`config.mk`:
```
export PLATFORM = sky130hd
export DESIGN_NAME = cd_dma_ctrl
export DESIGN_NICKNAME = d
export VERILOG_FILES = /design/src/rtl/cd_dma_pkg.sv /design/src/rtl/cd_dma_access.sv /design/src/rtl/cd_dma_ctrl.sv
export SDC_FILE = /design/constraint.sdc
export NUM_CORES = 1
export LEC_CHECK = 0
export BUFFER_PORTS_ARGS = -buffer_cell sky130_fd_sc_hd__buf_2
export CAP_MARGIN = 0
export CORE_ASPECT_RATIO = 2
export CORE_MARGIN = 2
export CORE_UTILIZATION = 40
export DETAILED_ROUTE_END_ITERATION = 10
export GPL_TIMING_DRIVEN = 0
export HOLD_SLACK_MARGIN = 0.08
export PLACE_DENSITY = 0.64
export SLEW_MARGIN = 30
export SYNTH_ARGS = -nofsm -noshare
export SYNTH_HDL_FRONTEND = slang
export SYNTH_HIERARCHICAL = 1
export SYNTH_SLANG_ARGS = --single-unit
export TNS_END_PERCENT = 30
```
`constraint.sdc`:
```
create_clock -name CLK_68KCLK -period 5.4 [get_ports CLK_68KCLK]
set_clock_uncertainty 0.15 [all_clocks]
set_input_delay 0.27 -clock CLK_68KCLK [delete_from_list [all_inputs] [get_ports CLK_68KCLK]]
set_output_delay 0.27 -clock CLK_68KCLK [all_outputs]
set_load 0.005 [all_outputs]
```
`src/rtl/cd_dma_pkg.sv`:
```
// Shared types and constants for the CD DMA engine.
// Fill mode is compiled in only when CD_DMA_FILL_EN is defined.
package cd_dma_pkg;

  localparam int unsigned AddrW = 23;

  typedef enum logic [2:0] {
    StIdle,
    StBusReq,
    StRead,
    StWrite,
    StRelease
  } dma_state_e;

endpackage

```
`src/rtl/cd_dma_access.sv`:
```
// Single-access MEM_REQ/MEM_ACK handshake. Drops MEM_REQ on acknowledge, which
// always leaves at least one idle cycle before the next access is issued.
module cd_dma_access
  import cd_dma_pkg::*;
(
  input  logic             clk_i,
  input  logic             nRESET,
  input  logic             req_i,
  input  logic             we_i,
  input  logic [AddrW-1:0] addr_i,
  input  logic [15:0]      wdata_i,
  output logic             done_o,
  output logic [15:0]      rdata_o,
  output logic             MEM_REQ,
  output logic             MEM_WE,
  output logic [AddrW-1:0] MEM_ADDR,
  output logic [15:0]      MEM_WDATA,
  input  logic [15:0]      MEM_RDATA,
  input  logic             MEM_ACK
);

  logic             mem_req_q;
  logic             mem_we_q;
  logic [AddrW-1:0] mem_addr_q;
  logic [15:0]      mem_wdata_q;
  logic [15:0]      rdata_q;

  always_ff @(negedge clk_i or negedge nRESET) begin
    if (!nRESET) begin
      mem_req_q   <= 1'b0;
      mem_we_q    <= 1'b0;
      mem_addr_q  <= '0;
      mem_wdata_q <= '0;
      rdata_q     <= '0;
    end else if (mem_req_q) begin
      if (MEM_ACK) begin
        mem_req_q <= 1'b0;
        if (!mem_we_q) rdata_q <= MEM_RDATA;
      end
    end else if (req_i) begin
      mem_req_q  <= 1'b1;
      mem_we_q   <= we_i;
      mem_addr_q <= addr_i;
      if (we_i) mem_wdata_q <= wdata_i;
    end
  end

  assign done_o    = mem_req_q & MEM_ACK;
  assign rdata_o   = rdata_q;
  assign MEM_REQ   = mem_req_q;
  assign MEM_WE    = mem_we_q;
  assign MEM_ADDR  = mem_addr_q;
  assign MEM_WDATA = mem_wdata_q;

endmodule

```
`src/rtl/cd_dma_ctrl.sv`:
```
// CD DMA engine: bus arbitration plus word copy (or fill, with CD_DMA_FILL_EN)
// between 23-bit word addresses. State advances on the falling clock edge.
module cd_dma_ctrl
  import cd_dma_pkg::*;
(
  input  logic             CLK_68KCLK,
  input  logic             nRESET,
  input  logic             DMA_START,
  input  logic             DMA_STOP,
  input  logic             DMA_FILL,
  input  logic [AddrW-1:0] DMA_SOURCE,
  input  logic [AddrW-1:0] DMA_DEST,
  input  logic [15:0]      DMA_VALUE,
  input  logic [15:0]      DMA_COUNT,
  output logic             nBR,
  input  logic             nBG,
  output logic             nBGACK,
  output logic             MEM_REQ,
  output logic             MEM_WE,
  output logic [AddrW-1:0] MEM_ADDR,
  output logic [15:0]      MEM_WDATA,
  input  logic [15:0]      MEM_RDATA,
  input  logic             MEM_ACK,
  output logic             BUSY,
  output logic             DONE_IRQ
);

  dma_state_e       state_q, state_d;
  logic [AddrW-1:0] src_q, src_d, dst_q, dst_d;
  logic [15:0]      cnt_q, cnt_d;
  logic             zdone_q, zdone_d;
  logic             fill_mode;
  logic [15:0]      fill_word;

  logic             acc_req, acc_we, acc_done;
  logic [AddrW-1:0] acc_addr;
  logic [15:0]      acc_wdata, acc_rdata;

`ifdef CD_DMA_FILL_EN
  logic        fill_q, fill_d;
  logic [15:0] val_q, val_d;

  always_ff @(negedge CLK_68KCLK or negedge nRESET) begin
    if (!nRESET) begin
      fill_q <= 1'b0;
      val_q  <= '0;
    end else begin
      fill_q <= fill_d;
      val_q  <= val_d;
    end
  end

  always_comb begin
    fill_d = fill_q;
    val_d  = val_q;
    if (state_q == StIdle && !DMA_STOP && DMA_START && DMA_COUNT != '0) begin
      fill_d = DMA_FILL;
      val_d  = DMA_VALUE;
    end
  end

  assign fill_mode = fill_q;
  assign fill_word = val_q;
`else
  logic unused_fill;
  assign unused_fill = ^{DMA_FILL, DMA_VALUE};
  assign fill_mode   = 1'b0;
  assign fill_word   = '0;
`endif

  always_ff @(negedge CLK_68KCLK or negedge nRESET) begin
    if (!nRESET) begin
      state_q <= StIdle;
      src_q   <= '0;
      dst_q   <= '0;
      cnt_q   <= '0;
      zdone_q <= 1'b0;
    end else begin
      state_q <= state_d;
      src_q   <= src_d;
      dst_q   <= dst_d;
      cnt_q   <= cnt_d;
      zdone_q <= zdone_d;
    end
  end

  always_comb begin
    state_d   = state_q;
    src_d     = src_q;
    dst_d     = dst_q;
    cnt_d     = cnt_q;
    zdone_d   = 1'b0;
    acc_req   = 1'b0;
    acc_we    = 1'b0;
    acc_addr  = src_q;
    acc_wdata = acc_rdata;
    unique case (state_q)
      StIdle: begin
        // Stop wins over a simultaneous start.
        if (!DMA_STOP && DMA_START) begin
          if (DMA_COUNT != '0) begin
            src_d   = DMA_SOURCE;
            dst_d   = DMA_DEST;
            cnt_d   = DMA_COUNT;
            state_d = StBusReq;
          end else begin
            zdone_d = 1'b1;
          end
        end
      end
      StBusReq: begin
        if (DMA_STOP)  state_d = StIdle;
        else if (!nBG) state_d = fill_mode ? StWrite : StRead;
      end
      StRead: begin
        acc_req = 1'b1;
        if (acc_done) state_d = StWrite;
      end
      StWrite: begin
        acc_req   = 1'b1;
        acc_we    = 1'b1;
        acc_addr  = dst_q;
        acc_wdata = fill_mode ? fill_word : acc_rdata;
        if (acc_done) begin
          dst_d = dst_q + 1'b1;
          if (!fill_mode) src_d = src_q + 1'b1;
          cnt_d = cnt_q - 16'd1;
          // Abort is only honoured here, once the write handshake has finished.
          if (cnt_q == 16'd1 || DMA_STOP) state_d = StRelease;
          else                            state_d = fill_mode ? StWrite : StRead;
        end
      end
      StRelease: state_d = StIdle;
      default:   state_d = StIdle;
    endcase
  end

  cd_dma_access u_access (
    .clk_i     (CLK_68KCLK),
    .nRESET    (nRESET),
    .req_i     (acc_req),
    .we_i      (acc_we),
    .addr_i    (acc_addr),
    .wdata_i   (acc_wdata),
    .done_o    (acc_done),
    .rdata_o   (acc_rdata),
    .MEM_REQ   (MEM_REQ),
    .MEM_WE    (MEM_WE),
    .MEM_ADDR  (MEM_ADDR),
    .MEM_WDATA (MEM_WDATA),
    .MEM_RDATA (MEM_RDATA),
    .MEM_ACK   (MEM_ACK)
  );

  assign nBR      = (state_q != StBusReq);
  assign nBGACK   = !(state_q == StRead || state_q == StWrite);
  assign BUSY     = (state_q == StBusReq || state_q == StRead || state_q == StWrite);
  assign DONE_IRQ = (state_q == StRelease) || zdone_q;

endmodule

```
; ---- Word-level counts from Yosys, hierarchy flattened
; Cells that the tools add are included.
[totals]
ff_bits = 123
inputBits = 101
output_inout_bits = 45
word_cells = 73
[classes]
reduce_logical = 17
n_eq_ne = 11
n_bitwise = 3
n_addsub = 3
n_mux = 29
[op_table]
columns = op, n
row1 = two-way mux 23 bit, 7
row2 = one-hot mux 23 bit (2 select lines), 2
row3 = two-way mux 16 bit, 3
row4 = adder 23 x 1 -> 23 bit (second input constant), 2
row5 = one-hot mux 16 bit (2 select lines), 1
row6 = two-way mux 3 bit, 7
row7 = == test 16 x 1 -> 1 bit (second input constant), 1
row8 = nonzero test 16 bit, 1
row9 = subtractor 16 x 1 -> 16 bit (second input constant), 1
row10 = one-hot mux 3 bit (4 select lines), 1
row11 = two-way mux 1 bit, 8
row12 = inequality test 2 bit (second input constant), 4
row13 = == test 3 x 2 -> 1 bit (second input constant), 2
row14 = AND reduction 3 bit, 2
row15 = logical OR 1 bit, 5
row16 = AND reduction 5 bit, 1
row17 = AND reduction 4 bit, 1
row18 = == test 3 x 1 -> 1 bit (second input constant), 1
row19 = == test 3 bit (second input constant), 1
row20 = zero test 3 bit, 1
row21 = inequality test 3 x 1 -> 1 bit (second input constant), 1
row22 = inequality test 3 bit (second input constant), 1
row23 = zero test 1 bit, 2
row24 = inverter 1 bit, 2
row25 = 5 further kinds, 5

; ---- Logic depth before layout (Yosys ltp)
; Gate-level depths: netlist of the first run.
[logic_depth]
depth_word = 5
depth_mapped = 8
mapped_depth_nobuf = 6

; ---- Hierarchy
; The synthesis of the first run kept the hierarchy.
[modules_own_cells]
columns = module, instances, cells_each, seq_area_each_um2, area_per_inst_um2
row1 = cd_dma_ctrl, 1, 569, 1651.6, 4411.7
row2 = cd_dma_access, 1, 125, 1426.4, 2301.0

==> key figures, run 1 <==
STA
  • Post-route setup TNS: 0 ps
  • Slew @ Worst Pin: slightly above 700 ps
  • RSZ-0062 raised after global routing: false
  • Final hold violation count: 0
  • Max-slew headroom: between 50% and 60%
  • Max Slew Vio Count: 0
  • Setup ws final: just under 600 ps
  • # setup viols final: 0

Setup path
  • Worst r2r path cells: 8
  • R2r startpoint: state_q[1]$_DFFE_NN0P_
  • Required time of the critical path: about 2800 ps
  • Max FO, Critical Path: 10
  • Critical Path Start: DMA_COUNT[3]
  • Worst setup EP type: register
  • Type of origin of the critical path: input port
  • WS Path Type: input port to register
  • CP arrival: approximately 2200 ps

Power and ir drop
  • Peak supply drop: 0.386 mV
  • Power, Total: around 5.6 mW
  • Pwr dens: 674 nW/um^2
  • Leak: about 3.7 nW

Routing
  • Final ANT Viol Nets: 0
  • Drc violations: 0
  • Post-Route WL: 21.4 mm
  • Vias per inst: approximately 6
  • Starting DRT DRC Count: roughly 510
  • Routed wire per std cell: approximately 20 um
  • Drt pass-1 iters: 5
  • Via count: roughly 6300

Min path
  • Worst hold start: u_access/rdata_o[2]$_DFFE_NN0P_
  • Worst hold path type: register to register
  • WHS Path Cells: 1

Floorplanning
  • Core box area: about 17000 um^2
  • Die ar.: about 18000 um^2
  • Cell Rows: 67
  • I/O pin total: about 150
  • Die Y: between 150 and 200 um
  • Starting Density: approximately 40%
  • Die X: between 90 and 100 um

Clock network
  • PostCTS Resize Cnt: 0
  • Num CTS Buffers: 17
  • Clk_lat worst skew: a little under 400 ps
  • Max clock buf depth: 2
  • H-tree depth: 4
  • Setup bufs post-CTS: 0
  • CTS tree: built
  • Reg clk slew, reported paths: ~40 ps
  • Sink Count: 123
  • CTS root buffer: clkbuf_16
  • Cts hold-fix bufs: 0

Synthesis
  • Synth unique cells: 61
  • Synth top area share: about 46%
  • Syn_area_per_cell: roughly 9.7 um^2
  • Ys flop type: dfrtn_1
  • Cells after Synth: 694
  • Share of synthesized registers carrying an async set or reset: 100%
  • Sequential area share after synthesis: a little under half
  • Mapped Area: ~6700 um^2
  • Post-synth EDFFs: 0
  • Yosys top cell by area: dfrtn_1
  • Yosys warns: 6
  • Seq cells post-synth: approximately 120
  • Synth area leaders: dfrtn_1 (46%), a21oi_1 (6.7%), mux2_4 (6.5%), nand2_1 (6.1%), mux2_2 (4.4%)
  • Mapped Nets: approximately 800

Finish
  • Most common cell after layout, fill and taps aside: buf_2
  • Antenna Diode Count: 0
  • Layout cells sized above 1: between 30% and 40%
  • Area Overhead vs Synth: 23.7%
  • Fin nets: roughly 950
  • Util after Layout: approximately 50%
  • Fillers: ~1600
  • Most frequent cells in the layout: buf_2 (147), dfrtn_1 (123), nand2_1 (109)

Global route
  • Antenna violations before repair: 0
  • Pin count of the biggest net entering global routing: between 60 and 70
  • Congestion Overflow GR: 0
  • First-pass GRT wire length: 33.6 mm
  • Gr usage total: between 20% and 30%
  • Number of global-route vias before repair: between 6000 and 7000

Outcome
  • Outcome: finished clean

Placement
  • Worst slack, placed: about 210 ps
  • Dpl hpwl: roughly 15 mm
  • Global placement routability congestion: between 0.9 and 1
  • Port Buffers: approximately 130

Flow run
  • Max-Cap Viols: 0
## per-stage QoR
stage	hold slack (ps)	instances	cell area [um^2]
floorplan	269	694	6710
global placement	290	1029	7610
detailed placement	299	1030	7650
CTS	299	1062	8300
global route	309	1062	8300
finish	296	1062	8300
## worst max-delay path: stages
cell,delay (ps)
buf_2,110
nor4_1,490
and4_1,320
o21a_1,280
clkbuf_1,520
o21ai_0,190
## report_power, final
group	total (mW)	internal, mW	switching, mW
sequential	1.84	1.42	0.414
combinational	2.49	1.10	1.39
clock	1.27	0.855	0.414
total	5.60	3.38	2.22
## kinds of logic after synthesis
group | Yosys count | synth area share (%)
AND/OR/NAND/NOR | 241 | 18.1
AO/OA/AOI/OAI | 211 | 18.8
adder cells (fa/ha/maj) | 4 | 0.746
buffers and inverters | 57 | 5.18
XOR/XNOR | 1 | 0.130
multiplexers | 57 | 11.1
flip-flops | 123 | 45.9
## layout make-up
type	count	area, um^2	share of cell area, %
Multi-Input combinational cell	514	3290	39.7
Sequential cell	123	3080	37.1
Timing Repair Buffer	129	678	8.17
Clock buffer	25	485	5.85
Buffer	46	307	3.69
Tap cell	207	259	3.12
Clock inverter	7	160	1.93
Inverter	11	41.3	0.497
## synthesized netlist by cell type, types with 3 or more instances
cell         n
dfrtn_1    123
nand2_1    109
a21oi_1     90
o21ai_0     43
nor2_1      36
nand3_1     35
mux2_4      29
mux2_2      26
o22ai_1     22
buf_2       20
clkbuf_1    14
nand4_1     12
a31oi_1     10
inv_1       10
o22a_1      10
buf_6        7
and4_1       6
nor4_1       6
o32ai_1      6
a2bb2oi_1    5
and3_1       5
nor3_1       5
ha_1         4
nand2b_1     4
a21o_1       3
a41oi_1      3
o21a_1       3
o2bb2a_1     3
## final timing paths
| kind | endpoint | slack [ps] |
|---|---|---|
| min reg2reg | u_access/rdata_o[2]$_DFFE_NN0P_ | 300 |
| min | u_access/rdata_o[2]$_DFFE_NN0P_ | 300 |
| max | cnt_q[5]$_DFFE_NN0P_ | 590 |
| min in group asynchronous | u_access/MEM_ADDR[8]$_DFFE_NN0P_ | 2250 |
| max in group asynchronous | u_access/MEM_WDATA[1]$_DFFE_NN0P_ | 2110 |
| max reg2reg | u_access/MEM_WDATA[14]$_DFFE_NN0P_ | 2170 |
## registers in the layout, indices dropped and copies added, names as in the netlist
| signal | flops |
|---|---|
| cnt_q | 16 |
| dst_q | 23 |
| src_q | 23 |
| state_q | 3 |
| u_access/MEM_ADDR | 23 |
| u_access/MEM_REQ | 1 |
| u_access/MEM_WDATA | 16 |
| u_access/MEM_WE | 1 |
| u_access/rdata_o | 16 |
| zdone_q | 1 |
## per-layer routing
layer / wire, um / GRT usage (%)
met4: 480 / 8.52
met3: 1680 / 3.91
met2: 10700 / 40.0
met1: 8550 / 33.0
met5: 0 / 0
No activity file was read; power rests on OpenSTA's default activity.
==> inputs of run 2 (changes only) <==
--- a/config.mk
+++ b/config.mk
@@ -5,6 +5,7 @@
 export SDC_FILE = /design/constraint.sdc
 export NUM_CORES = 1
 export LEC_CHECK = 0
+export ABC_AREA = 1
 export BUFFER_PORTS_ARGS = -buffer_cell sky130_fd_sc_hd__buf_2
 export CAP_MARGIN = 0
 export CORE_ASPECT_RATIO = 2
@@ -13,7 +14,7 @@
 export DETAILED_ROUTE_END_ITERATION = 10
 export GPL_TIMING_DRIVEN = 0
 export HOLD_SLACK_MARGIN = 0.08
-export PLACE_DENSITY = 0.64
+export PLACE_DENSITY = 0.58
 export SLEW_MARGIN = 30
 export SYNTH_ARGS = -nofsm -noshare
 export SYNTH_HDL_FRONTEND = slang
==> key figures, run 2 <==
Global route
  • Pin count of the biggest net entering global routing: 72 (+5.9%)
  • GR Util met3: 4.52% (+0.61 points)
  • Gr usage total: 27.6% (+3.0 points)
  • Met2 usage in global routing: 51.7% (+12 points)
  • GR met1 Demand/Resource: 25.7% (-7.2 points)
  • First-pass GRT wire length: 41.5 mm (+23%)
  • Antenna violations before repair: 0 (unchanged)
  • Layer with the highest usage: met2
  • Number of global-route vias before repair: 7971 (+32%)
  • Congestion Overflow GR: 0 (unchanged)

Setup path
  • Max incr delay on CP: 470 ps (-50 ps)
  • Crit path cell chain: inv_1, nand2_1, o21ai_0, buf_2
  • Worst reg2reg path endpoint: src_q[14]$_DFFE_NN0P_
  • WS Path Type: register to primary output
  • Worst r2r path cells: 8 (unchanged)
  • CP arrival: 4090 ps (+1920 ps)
  • Worst setup EP type: primary output
  • Minimum setup slack among reg-to-reg paths: 2920 ps (+750 ps)
  • Required time of the critical path: 4980 ps (+2220 ps)
  • Buf+Inv Stages, Crit Path: 2 (unchanged)
  • Critical Path Start: state_q[2]$_DFFE_NN0P_
  • R2r startpoint: src_q[0]$_DFFE_NN0P_
  • Critical Path Stages: 4 (-2)
  • Slowest cell on the critical path: dfrtn_1
  • Setup crit end: BUSY
  • Max FO, Critical Path: 4 (-6)
  • Type of origin of the critical path: register
  • Crit path max-delay family: flip-flops

STA
  • Max-slew headroom: 58.3% (+6.2 points)
  • RSZ-0062 raised after global routing: false
  • Setup ws final: 889 ps (+300 ps)
  • # setup viols final: 0 (unchanged)
  • Max Slew Vio Count: 0 (unchanged)
  • Final hold violation count: 0 (unchanged)
  • Slew @ Worst Pin: 623 ps (-90.3 ps)

Synthesis
  • Share of synthesized registers carrying an async set or reset: 100% (unchanged)
  • Ys flop type: dfrtn_1
  • Sequential area share after synthesis: 40.7% (-5.1 points)
  • Mapped Nets: 1217 (+52%)
  • Synth top area share: 40.7% (-5.1 points)
  • Mapped Area: 7550 um^2 (+13%)
  • Synth cell count leaders: nand2_1 (467), dfrtn_1 (123), nor2_1 (120), nand3_1 (112), inv_1 (75)
  • Cells after Synth: 1112 (+60%)
  • Synth unique cells: 35 (-43%)
  • Seq cells post-synth: 123 (unchanged)
  • Top-count cell post-synth: nand2_1
  • Post-synth EDFFs: 0 (unchanged)
  • Synth area leaders: dfrtn_1 (41%), nand2_1 (23%), nand3_1 (7.4%), nor2_1 (6.0%), o21ai_0 (4.2%)
  • Yosys warns: 6 (unchanged)
  • Syn_area_per_cell: 6.79 um^2 (-30%)
  • Yosys top cell by area: dfrtn_1

Placement
  • Worst slack, placed: 602 ps (+392 ps)
  • Dpl hpwl: 21.0 mm (+39%)
  • Port Buffers: 127 (-0.78%)
  • DP Area: 8500 um^2 (+11%)
  • Global placement routability congestion: 0.981 (+5.0%)

Clock network
  • Cts hold-fix bufs: 0 (unchanged)
  • CTS root buffer: clkbuf_16
  • Max clock buf depth: 2 (unchanged)
  • Clk_lat worst skew: 400 ps (about the same)
  • Num CTS Buffers: 17 (unchanged)
  • H-tree depth: 4 (unchanged)
  • Setup bufs post-CTS: 0 (unchanged)
  • PostCTS Resize Cnt: 0 (unchanged)
  • Sink Count: 123 (unchanged)
  • CTS tree: built
  • Reg clk slew, reported paths: 40 ps (about the same)

Finish
  • Antenna Diode Count: 0 (unchanged)
  • Layout cells sized above 1: 17.7% (-13 points)
  • Fin nets: 1364 (+44%)
  • Final Cell Area: 9070 um^2 (+9.3%)
  • Most frequent cells in the layout: nand2_1 (467), buf_2 (146), dfrtn_1 (123)
  • Util after Layout: 48.6% (-1.4 points)
  • Most common cell after layout, fill and taps aside: nand2_1
  • Fillers: 2000 (+26%)
  • Area Overhead vs Synth: 20.1%

Floorplanning
  • Die X: 101 um (+5.8%)
  • I/O pin total: 146 (unchanged)
  • Starting Density: 40.5% (+0.055 points)
  • Cell Rows: 71 (+6.0%)
  • Die Y: 198 um (+6.0%)
  • Core box area: 18700 um^2 (+12%)
  • Die ar.: 20100 um^2 (+12%)

Power and ir drop
  • Leak: 4.80 nW (+28%)
  • Power, Total: 5.91 mW (+5.6%)
  • Peak supply drop: 0.270 mV (-30%)
  • Pwr dens: 652 nW/um^2 (-3.4%)

Routing
  • Vias per inst: 5.25 (-11%)
  • Drc violations: 0 (unchanged)
  • Drt pass-1 iters: 7 (+2)
  • Final ANT Viol Nets: 0 (unchanged)
  • Starting DRT DRC Count: 347 (-32%)
  • Routed wire per std cell: 18.0 um (-11%)
  • Via count: 7824 (+25%)
  • Post-Route WL: 26.8 mm (+25%)

Min path
  • Worst hold path type: register to register

Flow run
  • Max-Cap Viols: 0 (unchanged)

Outcome
  • Outcome: finished clean
## run 2: changes by cell type in the layout (fill, tap and decap cells not counted), sizes merged, moves of 25 or more
cell	previous run	this run
nor2	37	122
nand2	109	469
nand3	36	114
inv	11	79
o21ai	43	68
nand4	13	41
a21oi	91	9
mux2	55	0
## run 2: per-stage QoR
step / hold slack [ps] / TNS [ps] / cells
finish: 260 / 0 / 1491
global route: 280 / 0 / 1491
CTS: 265 / 0 / 1491
detailed placement: 264 / 0 / 1459
global placement: 259 / -59160 / 1458
floorplan: 253 / 0 / 1112
## run 2: where the power goes
part           leakage (nW)  switching [mW]  internal (mW)  total, mW
Clock                 0.276           0.427          0.693       1.12
Combinational          2.98            1.93           1.05       2.98
Sequential             1.54           0.412           1.40       1.81
## run 2: tightest hold or removal path: stages, from the launching register on
cell	delay [ps]
dfrtn_1	400
nand2_1	50
nand2_1	40
## run 2: cell type report
type / instances / area [um^2] / area share [%]
clock inverter: 6 / 60.1 / 0.662
inverter: 79 / 307 / 3.38
multi-input combinational: 858 / 3760 / 41.4
sequential: 123 / 3080 / 33.9
clock buffer: 26 / 509 / 5.61
timing repair buffer: 128 / 673 / 7.42
buffer: 52 / 413 / 4.55
tap: 219 / 274 / 3.02
## run 2: per-layer routing
metal / routed length (um) / part of all wire [%] / vias up
met1: 9020 / 34 / 3593
met3: 1170 / 4.3 / 97
met5: 0 / 0 / -
met4: 2080 / 7.7 / 0
met2: 14500 / 54 / 266
li1: - / - / 3868
## run 2: worst min path at each step
stage | from | endpoint | cells past startpoint
floorplan | u_access/rdata_o[15]$_DFFE_NN0P_ | u_access/rdata_o[15]$_DFFE_NN0P_ | 2
global placement | u_access/MEM_WDATA[6]$_DFFE_NN0P_ | u_access/MEM_WDATA[6]$_DFFE_NN0P_ | 2
detailed placement | u_access/MEM_WDATA[0]$_DFFE_NN0P_ | u_access/MEM_WDATA[0]$_DFFE_NN0P_ | 2
CTS | u_access/MEM_WDATA[0]$_DFFE_NN0P_ | u_access/MEM_WDATA[0]$_DFFE_NN0P_ | 2
global route | u_access/rdata_o[15]$_DFFE_NN0P_ | u_access/rdata_o[15]$_DFFE_NN0P_ | 2
finish | u_access/MEM_WDATA[13]$_DFFE_NN0P_ | u_access/MEM_WDATA[13]$_DFFE_NN0P_ | 2
## run 2: cell families (layout without fill, tap and decap cells)
logic type / Yosys count / count (layout) / share of synthesized area [%]
buf+inv: 131 / 291 / 9.52
simple gates: 756 / 756 / 41.6
fa+ha+maj: 4 / 4 / 0.662
xor+xnor: 2 / 2 / 0.232
compound gates: 96 / 96 / 7.24
flops: 123 / 123 / 40.7
